File: src/rtl/vc_tx_scheduler_pkg.sv
// Shared defaults and flit type for the per-VC transmit scheduler.
// Also home of the default VC buffer depth used by the switch output ports.
package vc_tx_scheduler_pkg;

  localparam int DEFAULT_VC_W         = 2;
  localparam int DEFAULT_D_W          = 8;
  localparam int DEFAULT_X_W          = 3;
  localparam int DEFAULT_Y_W          = 3;
  localparam int DEFAULT_VC_BUF_DEPTH = 2;

  typedef struct packed {
    logic [DEFAULT_X_W-1:0] x;
    logic [DEFAULT_Y_W-1:0] y;
    logic [DEFAULT_D_W-1:0] d;
  } vc_flit_t;

  function automatic int occWidth(input int depth);
    return $clog2(depth + 1);
  endfunction

endpackage

File: src/rtl/vc_tx_scheduler_if.sv
// Ingress ready/valid flit streams (packed per VC) and one-hot DVR egress.
// The scheduler takes the slave view; the upstream/transmitter side takes master.
interface vc_tx_scheduler_if
  import vc_tx_scheduler_pkg::*;
#(
  parameter int VC_W = DEFAULT_VC_W,
  parameter int D_W  = DEFAULT_D_W,
  parameter int X_W  = DEFAULT_X_W,
  parameter int Y_W  = DEFAULT_Y_W
) ();

  logic [VC_W-1:0]     s_valid;
  logic [VC_W-1:0]     s_ready;
  logic [VC_W*X_W-1:0] s_x;
  logic [VC_W*Y_W-1:0] s_y;
  logic [VC_W*D_W-1:0] s_d;
  logic [VC_W-1:0]     m_v;
  logic [X_W-1:0]      m_x;
  logic [Y_W-1:0]      m_y;
  logic [D_W-1:0]      m_d;
  logic [VC_W-1:0]     m_b;

  modport slave (
    input  s_valid, s_x, s_y, s_d, m_b,
    output s_ready, m_v, m_x, m_y, m_d
  );

  modport master (
    output s_valid, s_x, s_y, s_d, m_b,
    input  s_ready, m_v, m_x, m_y, m_d
  );

endinterface

File: src/rtl/vc_tx_scheduler_rr_arbiter.sv
// Combinational round-robin arbiter: one-hot grant to the first requester
// at or above ptr_i, wrapping around; zero grant when nothing requests.
module rr_arbiter
  import vc_tx_scheduler_pkg::*;
#(
  parameter int N = 2,
  localparam int PTR_W = (N > 1) ? $clog2(N) : 1
) (
  input  logic [N-1:0]     req_i,
  input  logic [PTR_W-1:0] ptr_i,
  output logic [N-1:0]     gnt_o
);

  logic found;

  // Walk distances from the pointer; the first requester at the smallest distance wins.
  always_comb begin
    gnt_o = '0;
    found = 1'b0;
    for (int off = 0; off < N; off++) begin
      for (int k = 0; k < N; k++) begin
        if (!found && req_i[k] &&
            ((int'(ptr_i) + off == k) || (int'(ptr_i) + off == k + N))) begin
          gnt_o[k] = 1'b1;
          found    = 1'b1;
        end
      end
    end
  end

endmodule

File: src/rtl/vc_tx_scheduler.sv
// Per-VC ingress FIFOs feeding a round-robin scheduler that drives the
// credit-based transmitter's one-hot DVR interface.
module vc_tx_scheduler
  import vc_tx_scheduler_pkg::*;
#(
  parameter int VC_W      = DEFAULT_VC_W,
  parameter int D_W       = DEFAULT_D_W,
  parameter int X_W       = DEFAULT_X_W,
  parameter int Y_W       = DEFAULT_Y_W,
  parameter int BUF_DEPTH = DEFAULT_VC_BUF_DEPTH
) (
  input  logic                                   clk,
  input  logic                                   rst,
  vc_tx_scheduler_if.slave                       bus,
  output logic [VC_W*$clog2(BUF_DEPTH+1)-1:0]    o_occ
);

  localparam int OCC_W = $clog2(BUF_DEPTH + 1);
  localparam int PTR_W = $clog2(BUF_DEPTH);
  localparam int SEL_W = (VC_W > 1) ? $clog2(VC_W) : 1;

  typedef struct packed {
    logic [X_W-1:0] x;
    logic [Y_W-1:0] y;
    logic [D_W-1:0] d;
  } flit_t;

  logic [VC_W-1:0]  push, pop, full, empty, eligible, gnt;
  flit_t [VC_W-1:0] head;
  flit_t            selFlit;
  logic [SEL_W-1:0] rrPtr_q, rrPtr_d;

  for (genvar k = 0; k < VC_W; k++) begin : g_vc
    flit_t             mem_q [BUF_DEPTH];
    logic [PTR_W-1:0]  wrPtr_q, rdPtr_q;
    logic [OCC_W-1:0]  occ_q;

    assign full[k]  = (occ_q == OCC_W'(BUF_DEPTH));
    assign empty[k] = (occ_q == '0);
    assign push[k]  = bus.s_valid[k] & bus.s_ready[k];
    assign pop[k]   = bus.m_v[k];
    assign head[k]  = mem_q[rdPtr_q];
    assign o_occ[k*OCC_W +: OCC_W] = occ_q;

    // Storage is not reset; occupancy alone decides which entries are live.
    always_ff @(posedge clk) begin
      if (rst) begin
        wrPtr_q <= '0;
        rdPtr_q <= '0;
        occ_q   <= '0;
      end else begin
        if (push[k]) begin
          mem_q[wrPtr_q] <= {bus.s_x[k*X_W +: X_W], bus.s_y[k*Y_W +: Y_W], bus.s_d[k*D_W +: D_W]};
          wrPtr_q        <= wrPtr_q + 1'b1;
        end
        if (pop[k]) begin
          rdPtr_q <= rdPtr_q + 1'b1;
        end
        if (push[k] != pop[k]) begin
          occ_q <= push[k] ? occ_q + 1'b1 : occ_q - 1'b1;
        end
      end
    end
  end

  assign bus.s_ready = ~full & {VC_W{~rst}};
  assign eligible    = ~empty & ~bus.m_b;

  rr_arbiter #(.N(VC_W)) u_arb (
    .req_i (eligible),
    .ptr_i (rrPtr_q),
    .gnt_o (gnt)
  );

  assign bus.m_v = rst ? '0 : gnt;

  always_comb begin
    selFlit = '0;
    rrPtr_d = rrPtr_q;
    for (int k = 0; k < VC_W; k++) begin
      if (bus.m_v[k]) begin
        selFlit = flit_t'(selFlit | head[k]);
        rrPtr_d = (k == VC_W - 1) ? '0 : SEL_W'(k + 1);
      end
    end
  end

  assign bus.m_x = selFlit.x;
  assign bus.m_y = selFlit.y;
  assign bus.m_d = selFlit.d;

  always_ff @(posedge clk) begin
    if (rst) begin
      rrPtr_q <= '0;
    end else begin
      rrPtr_q <= rrPtr_d;
    end
  end

  a_onehot:    assert property (@(posedge clk) disable iff (rst) $onehot0(bus.m_v));
  a_noBpGrant: assert property (@(posedge clk) disable iff (rst) (bus.m_v & bus.m_b) == '0);
  a_noOvf:     assert property (@(posedge clk) disable iff (rst) (push & full) == '0);
  a_noUnf:     assert property (@(posedge clk) disable iff (rst) (pop & empty) == '0);
  a_known:     assert property (@(posedge clk) disable iff (rst) !$isunknown({bus.m_v, bus.s_ready, bus.m_b}));
  a_dataKnown: assert property (@(posedge clk) disable iff (rst) (|bus.m_v) |-> !$isunknown(bus.m_d));

endmodule

File: src/flat_wrapper.sv
// flat-port wrapper written by rule: the top's interface ports become plain ports
module vc_tx_scheduler_flat import vc_tx_scheduler_pkg::*;
#(
  parameter int VC_W      = DEFAULT_VC_W,
  parameter int D_W       = DEFAULT_D_W,
  parameter int X_W       = DEFAULT_X_W,
  parameter int Y_W       = DEFAULT_Y_W,
  parameter int BUF_DEPTH = DEFAULT_VC_BUF_DEPTH
)
  (clk, rst, o_occ, bus_s_valid, bus_s_x, bus_s_y, bus_s_d, bus_m_b, bus_s_ready, bus_m_v, bus_m_x, bus_m_y, bus_m_d);
  vc_tx_scheduler_if #(.VC_W(VC_W), .D_W(D_W), .X_W(X_W), .Y_W(Y_W)) bus_i ();
  input  logic clk;
  input  logic rst;
  output logic [VC_W*$clog2(BUF_DEPTH+1)-1:0] o_occ;
  input wire logic [$bits(bus_i.s_valid)-1:0] bus_s_valid;
  input wire logic [$bits(bus_i.s_x)-1:0] bus_s_x;
  input wire logic [$bits(bus_i.s_y)-1:0] bus_s_y;
  input wire logic [$bits(bus_i.s_d)-1:0] bus_s_d;
  input wire logic [$bits(bus_i.m_b)-1:0] bus_m_b;
  output wire logic [$bits(bus_i.s_ready)-1:0] bus_s_ready;
  output wire logic [$bits(bus_i.m_v)-1:0] bus_m_v;
  output wire logic [$bits(bus_i.m_x)-1:0] bus_m_x;
  output wire logic [$bits(bus_i.m_y)-1:0] bus_m_y;
  output wire logic [$bits(bus_i.m_d)-1:0] bus_m_d;
  assign bus_i.s_valid = bus_s_valid;
  assign bus_i.s_x = bus_s_x;
  assign bus_i.s_y = bus_s_y;
  assign bus_i.s_d = bus_s_d;
  assign bus_i.m_b = bus_m_b;
  assign bus_s_ready = bus_i.s_ready;
  assign bus_m_v = bus_i.m_v;
  assign bus_m_x = bus_i.m_x;
  assign bus_m_y = bus_i.m_y;
  assign bus_m_d = bus_i.m_d;
  vc_tx_scheduler #(.VC_W(VC_W), .D_W(D_W), .X_W(X_W), .Y_W(Y_W), .BUF_DEPTH(BUF_DEPTH)) u_core (.clk(clk), .rst(rst), .bus(bus_i), .o_occ(o_occ));
endmodule
File: config.mk
export PLATFORM = sky130hd
export DESIGN_NAME = vc_tx_scheduler_flat
export DESIGN_NICKNAME = d
export VERILOG_FILES = /design/src/rtl/vc_tx_scheduler_pkg.sv /design/src/rtl/vc_tx_scheduler_if.sv /design/src/rtl/vc_tx_scheduler_rr_arbiter.sv /design/src/rtl/vc_tx_scheduler.sv /design/src/flat_wrapper.sv
export SDC_FILE = /design/constraint.sdc
export NUM_CORES = 1
export LEC_CHECK = 0
export CELL_PAD_IN_SITES_DETAIL_PLACEMENT = 1
export CELL_PAD_IN_SITES_GLOBAL_PLACEMENT = 1
export CORE_MARGIN = 3
export CORE_UTILIZATION = 29
export DETAILED_ROUTE_END_ITERATION = 8
export HOLD_SLACK_MARGIN = 0.15
export PLACE_DENSITY_LB_ADDON = 0.1
export REMOVE_ABC_BUFFERS = 1
export SYNTH_ARGS = -nofsm -noshare
export SYNTH_HDL_FRONTEND = slang
export SYNTH_SLANG_ARGS = --single-unit
File: constraint.sdc
create_clock -name clk -period 4.1 [get_ports clk]
set_input_delay 0.41 -clock clk [delete_from_list [all_inputs] [get_ports clk]]
set_output_delay 0.41 -clock clk [all_outputs]
set_load 0.02 [all_outputs]
==> flow_summary.toml <==
[cells_and_area]
nets = 281
design_area_sq_um = 3700
n_antenna_cell = 0
nFillCells = 985
drive_above_1_share_pct = 28.7
multi_input_area_sq_um = 880
seq_area_sq_um = 1900
area_growth_pct = 29.5

[floorplan]
rows = 35
dieArea_sq_um = 11100
coreArea_sq_um = 9420
initial_core_util_pct = 30.3
die_h_um = 105
die_x_um = 105
ios = 56

[setup_path]
crit_path_max_incr_delay_ns = 0.62
r2r_slack_ns = 2.14
cp_num_cells = 7
critical_path_arrival_ns = 2.52
cp-start-kind = "input pin"
worstSetupPathType = "in -> out"
crit_top_cell = "clkdlybuf4s50_1"
reg2regPathDepth = 3
crit_path_cell_trace = "clkdlybuf4s50_1 -> o21ba_4 -> a211oi_4 -> buf_4 -> a22oi_1 -> nor2_1 -> clkdlybuf4s50_1"
cp_data_required_time_ns = 3.69
critPathCaptureType = "output port"
critPathSlowestCell = "clkdlybuf4s50_1"
crit_buf_inv = 3
crit_start = "bus_m_b[0]"
r2r-start = "u_core.g_vc[0].occ_q[0]"
crit_fanout = 15
critical_path.top_delay_family = "buffers and inverters"

[clocking]
clk_pin_slew_ns = 0.07
hold_buffers = 0
insertion_delay_ns = 0.33
post-cts-setup-buffer-count = 0
clockBufferDepth = 2
cts_tree = "yes"
root_buffer = "clkbuf_8"
cts_made_buffers = 9
cts_resized = 0
htreeDepth = 3
cts_num_sinks = 67

[synthesis]
yosys.area_share.adder_pct = 0
synth_top_family_by_area = "multiplexers"
synth-xor-area-share_pct = 1.53
yosysUniqueCellTypes = 37
syn-instance-count = 184
synth_compound_area_share_pct = 9.68
yosysWarningCount = 0
yosysSeqAreaShare_pct = 66.6
ys_ff_latch = 67
muxShareOfSynthArea_pct = 11.4
synth-simple-area-share_pct = 8.19
synth_area_sq_um = 2860
syn_area_per_cell_sq_um = 15.5

[timing]
setup_viol = 0
skew_ns = 0.00573
relSlewSlack_pct = 45.7
finalSetupTns_ns = 0
max_freq_ghz = 0.342
hold_violations = 0
fin_crit_ns = 2.93
min_period_over_period_pct = 71.4
worstMarginPinSlew_ns = 0.812
rsz0062_at_grt = "false"
drv_slew = 0

[pwr]
ir_drop_mv = 0.143
p_leak_uw = 0.00120
p_per_area_nw_per_um2 = 403

[detailed_routing]
vias = 1712
firstDrtPassIters = 4
routed_wl_um = 6130
drc_errors = 0
final_antenna_net_count = 0
wl_per_cell_um = 16.1
drt_iter0_markers = 44
vias_per_cell = 4.51

[global_route]
grt_pass1_vias = 1852
grt_overflow = 0
grt_pass1_wl_um = 9740
grt_max_degree = 18
antenna_found_initial = 0
grt.total_usage_pct = 11.6

[placed_design]
place_area_sq_um = 3540
numPortBuffers = 55
dp_hpwl_um = 4130
place.gp.congestion = 0.661

[worst_hold_path]
worstHoldPathCells = 2
min_from = "u_core.g_vc[0].rdPtr_q"
hold_class = "reg -> reg"

[flow_run]
drv_cap = 0

[run_status]
outcome = "finished, final reports clean"
routing by layer:
layer	part of all wire [%]	track usage [%]	up-vias
li1	-	-	817
met1	45	15.1	846
met2	48	18.4	40
met3	4.6	3.18	9
met4	1.8	4.78	0
met5	0	0	-
worst paths after layout:
kind | to
min reg2reg | register
min | register
max | bus_m_d[1]
max reg2reg | u_core.g_vc[0].mem_q[1][11]
worst reg2reg max path: cells and delay by family, from the launching register on:
kind / cells / cell delay, ns
AND/OR/NAND/NOR: 3 / 1.15
flip-flops: 1 / 0.45
synthesized netlist by cell type, drive strengths merged:
master,n,area share (%)
and2b,1,0.31
xnor2,5,1.5
dfxtp,11,7.7
o31a,1,0.35
nand2,5,0.66
and3,2,0.44
a21oi,1,0.18
a22oi,14,5.4
a211oi,2,0.96
mux2,28,11
dlymetal6s2s,1,0.44
buf,5,1.6
o2bb2ai,1,0.31
nor3,3,0.53
nand2b,1,0.22
o22ai,1,0.22
and3b,1,0.31
edfxtp,56,59
inv,2,0.26
nor2b,3,0.66
o21ba,1,0.57
a31oi,1,0.22
nand3b,1,0.26
o21ai,2,0.35
clkbuf,2,0.26
o21bai,2,0.53
nor2,28,4.8
mux2i,1,0.35
a21o,2,0.57
per-stage QoR:
stage	std cells	total power, uW	setup slack (ns)	utilization, %	hold WS, ns
floorplan	176	943	1.89	-	0.479
CTS	380	1520	1.13	39.3	0.522
global route	380	1570	1.05	39.3	0.551
finish	380	1490	1.17	39.3	0.517
detailed placement	365	1060	1.13	37.6	0.505
global placement	365	1050	1.16	37.6	0.495
sequential cells by signal (all words and copies together), names as in the netlist, named ones only:
name                 count
u_core.g_vc.mem_q       56
u_core.g_vc.occ_q        4
u_core.rrPtr_q           1
u_core.g_vc.wrPtr_q      2
u_core.g_vc.rdPtr_q      2
where the power goes:
group	total [uW]	switching (uW)	internal [uW]
Combinational	232	110	122
Sequential	803	27.5	776
Clock	455	227	228
area by class of cell:
type	count	share of cell area (%)
Clock buffer	11	3.82
Clock inverter	4	0.507
Inverter	2	0.203
Multi-Input combinational cell	107	23.8
Sequential cell	67	51.4
Tap cell	129	4.36
Timing Repair Buffer	60	15.9
logic make-up after synthesis:
family | after synthesis
buffers and inverters | 10
XOR/XNOR | 5
AO/OA/AOI/OAI | 28
AND/OR/NAND/NOR | 45
flip-flops | 67
multiplexers | 29
cells in the final DEF, fill, tap and decap left out:
cell type        instances
edfxtp_1                56
clkdlybuf4s50_1         55
mux2_2                  28
nor2_1                  17
dfxtp_1                 11
a22oi_2                 10
nor2_2                  10
clkbuf_8                10
nand2_1                  5
xnor2_1                  5
buf_4                    5
a22oi_1                  4
nor3_1                   3
nor2b_1                  3
clkinv_2                 3
inv_1                    2
o21bai_1                 2
and3_1                   2
o21ai_0                  2
nor2_4                   1
o21ba_4                  1
a21o_2                   1
a211oi_4                 1
o31a_2                   1
and2b_2                  1
nand2b_1                 1
o22ai_1                  1
o2bb2ai_1                1
a211oi_1                 1
and3b_1                  1
a21o_1                   1
a21oi_1                  1
mux2i_1                  1
nand3b_1                 1
a31oi_1                  1
clkinv_1                 1
clkbuf_1                 1
Power figures use the tool's default switching activity.
